[src/rtl/regfile_sb.sv]
// Multi-read-port register file, r0 hardwired to zero, optional write-first bypass
// and a per-register busy scoreboard for outstanding long-latency writes.
module regfile_sb #(
    parameter int WIDTH  = 32,
    parameter int ADDR_W = 5,
    parameter int NRD    = 2,
    parameter int BYPASS = 1
) (
    input  logic                    clk,
    input  logic                    rst,
    input  logic [NRD*ADDR_W-1:0]   rd_addr,
    output logic [NRD*WIDTH-1:0]    rd_data,
    output logic [NRD-1:0]          rd_busy,
    input  logic                    wr_en,
    input  logic [ADDR_W-1:0]       wr_addr,
    input  logic [WIDTH-1:0]        wr_data,
    input  logic                    mark_en,
    input  logic [ADDR_W-1:0]       mark_addr
);

    localparam int DEPTH = 2 ** ADDR_W;

    // Entry 0 has no storage; every access to it is steered away below.
    logic [WIDTH-1:0] mem_q [1:DEPTH-1];
    logic [DEPTH-1:1] busy_q;
    logic [DEPTH-1:1] busy_d;
    logic             wr_hit;
    logic             mark_hit;

    assign wr_hit   = wr_en && (wr_addr != '0);
    assign mark_hit = mark_en && (mark_addr != '0);

    // Mark is applied after the write clear so a same-address mark wins.
    always_comb begin
        busy_d = busy_q;
        if (wr_hit) begin
            busy_d[wr_addr] = 1'b0;
        end
        if (mark_hit) begin
            busy_d[mark_addr] = 1'b1;
        end
    end

    always_ff @(posedge clk) begin
        if (rst) begin
            busy_q <= '0;
            mem_q  <= '{default: '0};
        end else begin
            busy_q <= busy_d;
            if (wr_hit) begin
                mem_q[wr_addr] <= wr_data;
            end
        end
    end

    always_comb begin
        logic [ADDR_W-1:0] ra;
        ra      = '0;
        rd_data = '0;
        rd_busy = '0;
        for (int unsigned p = 0; p < NRD; p++) begin
            ra = rd_addr[p*ADDR_W +: ADDR_W];
            if (!rst && (ra != '0)) begin
                if ((BYPASS != 0) && wr_hit && (wr_addr == ra)) begin
                    rd_data[p*WIDTH +: WIDTH] = wr_data;
                end else begin
                    rd_data[p*WIDTH +: WIDTH] = mem_q[ra];
                    rd_busy[p]                = busy_q[ra];
                end
            end
        end
    end

endmodule

[config.mk]
export PLATFORM = sky130hd
export DESIGN_NAME = regfile_sb
export DESIGN_NICKNAME = d
export VERILOG_FILES = /design/src/rtl/regfile_sb.sv
export SDC_FILE = /design/constraint.sdc
export NUM_CORES = 2
export LEC_CHECK = 0
export CAP_MARGIN = 10
export CORE_UTILIZATION = 30
export CTS_BUF_LIST = sky130_fd_sc_hd__clkbuf_4
export DETAILED_ROUTE_END_ITERATION = 12
export SLEW_MARGIN = 40
export SYNTH_ARGS = -nofsm -noshare
export SYNTH_HDL_FRONTEND = slang
export SYNTH_SLANG_ARGS = --single-unit
export TNS_END_PERCENT = 10
[constraint.sdc]
create_clock -name clk -period 3.7 [get_ports clk]
set_clock_uncertainty 0.1 [all_clocks]
set_input_delay 0.37 -clock clk [delete_from_list [all_inputs] [get_ports clk]]
set_output_delay 0.37 -clock clk [all_outputs]
set_load 0.01 [all_outputs]
==> out/results.tsv <==
metric	value	unit
synth_seq_cells	1023	
route.detailed.drc	0	
synth-main-ff-cell	dfxtp_1	
place_congestion	1.01	
reg2reg_depth	3	
synthCells	6263	
vias_per_cell	5.73	
yosysUniqueCellTypes	52	
synth_edf_count	0	
ys_warn_count	0	
setup.worst_path.start	mem_q[384]$_SDFFE_PP0P_	
cts_root_buf	clkbuf_4	
path_buf_inv	2	
dp_hpwl	146	mm
crit_fanout	3	
switching_share	28.5	%
cts_sinks	1023	
p_leak	0.0209	uW
syn-num-nets	6319	
nNetsFinal	6456	
hold_ws	0.0973	ns
yosysSeqAreaShare	38.8	%
rsz0062_at_grt	yes	
die-area	178000	um2
drv_slew	0	
critPathSlowestCell	mux4_2	
grt_start_max_net_pins	198	
boundaryPins	122	
drtPass1Iterations	8	
ant_nets	0	
ir_drop	0.336	mV
setup_viol	11	
cts_tree	built	
clock_latency	1.25	ns
grt_pass1_vias	49258	
coreArea	174000	um2
worstMarginPinSlew	0.931	ns
drtIter0Drc	6469	
power_switching	6760	uW
required	3.23	ns
maxCapViolCount	0	
overflow	0	
power-per-cell-area	380	nW/um2
start_util	30.3	%
async_reset_ff_share	0	%
die_h	422	um
dieWidth	422	um
violations	setup timing	
slowest_delay	0.48	ns
final_core_util	35.9	%
syn_area_per_cell	8.44	um2
status	finished, violations left	
clock.fmax	258	MHz
path_clk_slew	0.08	ns
seq_power_share	47.0	%
clock_path_buffers	4	
grt_pass1_wl	334	mm
max_slew_margin	37.7	%
synthesis.area	52800	um2
timing.rr.end	mem_q[249]$_SDFFE_PP0P_	
end_kind	output port	
cts_max_level	5	
hp-class	primary input to register	
critPathCapture	rd_data[32]	
period_needed	3.88	ns
antenna_found_initial	18	
clkPwrFrac	41.7	%
routed_wl	231	mm
crit_type	register to output port	
num_vias	50984	
port_buffers	121	
comb_power_share	11.3	%
wl_per_cell	25.9	um
cp.arrival	3.41	ns
cp-start-kind	register	
area_delta_synth_final	18.3	%
drive_gt1_share	22.2	%
grt_usage	25.1	%
fin_crit_sh	105	%
row_count	153	
reg2reg_from	mem_q[249]$_SDFFE_PP0P_	
worst-r2r-setup-slack	2.42	ns
cts_made_buffers	282	
crit_path_cell_trace	mux4_2, mux2i_2, o22a_2, a31oi_2, buf_4, clkdlybuf4s50_1	
worstSetupPathDepth	6	
crit_family	multiplexers	
finalHoldViolations	0	
setup_slack	-0.176	ns
p_int	17000	uW
cts_setup_buffers	0	
[metrics by stage]
| stage | worst slack, ns | TNS, ns | power [uW] | instances | area (um2) |
|---|---|---|---|---|---|
| after floorplan | 1.09 | 0 | 12800 | 6263 | 52800 |
| after global placement | -0.286 | -2.13 | 13900 | 8416 | 58400 |
| after detailed placement | -0.312 | -1.70 | 13900 | 8417 | 58500 |
| after CTS | -0.250 | -3.18 | 23800 | 8890 | 62300 |
| after global routing | -0.210 | -1.61 | 24500 | 8896 | 62500 |
| final | -0.176 | -0.876 | 23700 | 8901 | 62500 |
[metal layers]
| metal | routed length, um | GRT usage [%] |
|---|---|---|
| met1 | 80700 | 28.8 |
| met2 | 104000 | 39.6 |
| met5 | 72 | 0 |
| met4 | 20900 | 19.9 |
| met3 | 25000 | 6.53 |
[cells by family after synthesis]
kind of cell	Yosys count	share of synthesized area, %
multiplexers	716	22.0
AO/OA/AOI/OAI	1523	16.8
buffers and inverters	677	5.25
XOR/XNOR	10	0.166
flip-flops	1023	38.8
AND/OR/NAND/NOR	2314	17.0
[placed cells by master, fill, tap and decap left out, types with 15 or more instances in the layout]
cell	instances
a31oi_1	41
a21oi_1	1050
nand2_1	2059
a211oi_1	15
nor2_4	33
a22oi_1	150
clkdlybuf4s50_1	54
o21ai_0	33
nand2_2	30
nand3_1	19
dlygate4sd3_1	22
dfxtp_1	1002
mux4_2	348
nor2b_1	19
o21a_1	19
buf_12	81
clkbuf_4	404
nor3_1	21
a221oi_1	34
dfxtp_2	21
dlygate4sd2_1	18
buf_4	311
a22o_1	52
clkinv_1	35
nor2_1	66
mux2i_1	262
a221o_1	50
mux2_2	85
[cell usage after synthesis (all sizes together) (44+ instances only)]
library cell	count	share of area [%]
a21oi	1058	10
a221o	54	1.0
a22o	53	0.88
a22oi	152	2.2
a31oi	55	0.65
buf	137	1.4
clkbuf	539	3.8
dfxtp	1023	39
mux2	86	1.8
mux2i	282	5.3
mux4	348	15
nand2	2089	15
nor2	102	0.73
o21ai	44	0.42
[worst min path at each step]
| stage | startpoint | end | slack, ns | depth (start not counted) |
|---|---|---|---|---|
| 6_report | wr_data[20] | mem_q[468]$_SDFFE_PP0P_ | 0.1 | 4 |
| 3_3_place_gp | mem_q[916]$_SDFFE_PP0P_ | mem_q[916]$_SDFFE_PP0P_ | 0.35 | 2 |
| 3_5_place_dp | mem_q[5]$_SDFFE_PP0P_ | mem_q[5]$_SDFFE_PP0P_ | 0.36 | 2 |
| 2_1_floorplan | mem_q[896]$_SDFFE_PP0P_ | mem_q[896]$_SDFFE_PP0P_ | 0.34 | 2 |
| 5_1_grt | wr_data[0] | mem_q[128]$_SDFFE_PP0P_ | 0.06 | 3 |
| 4_1_cts | wr_data[7] | mem_q[231]$_SDFFE_PP0P_ | 0.03 | 4 |
[power by group through the flow]
stage	logic (uW)	clock network [uW]	registers (uW)
detailed placement	2530	0	11400
global placement	2510	0	11400
floorplan	1410	0	11400
global route	2730	10600	11200
finish	2680	9910	11200
CTS	2580	10000	11200
[flip-flops by register name, indices dropped and copies added, names as in the netlist]
name	flops
busy_q	31
mem_q	992
[layout make-up]
type,count,area (um2)
Fill cell,17608,112000
Multi-Input combinational cell,4563,30500
Sequential cell,1023,20500
Timing Repair Buffer,529,5340
Clock buffer,404,3030
Tap cell,2325,2910
Clock inverter,47,184
Antenna cell,9,22.5
Inverter,1,3.75
[worst min-delay path: cells and delay by family]
family	cells	cell delay, ns
simple gates	1	0.07
buf+inv	2	0.94
compound gates	1	0.06
[timing repair]
item                                   4_1_cts  5_1_grt
gates resized for setup                    204       46
endpoints found under the hold margin      603        0
pin swaps                                   24        1
setup endpoints to repair                   64       39
hold buffers                                22        0
(Power assumes the default switching activity.)
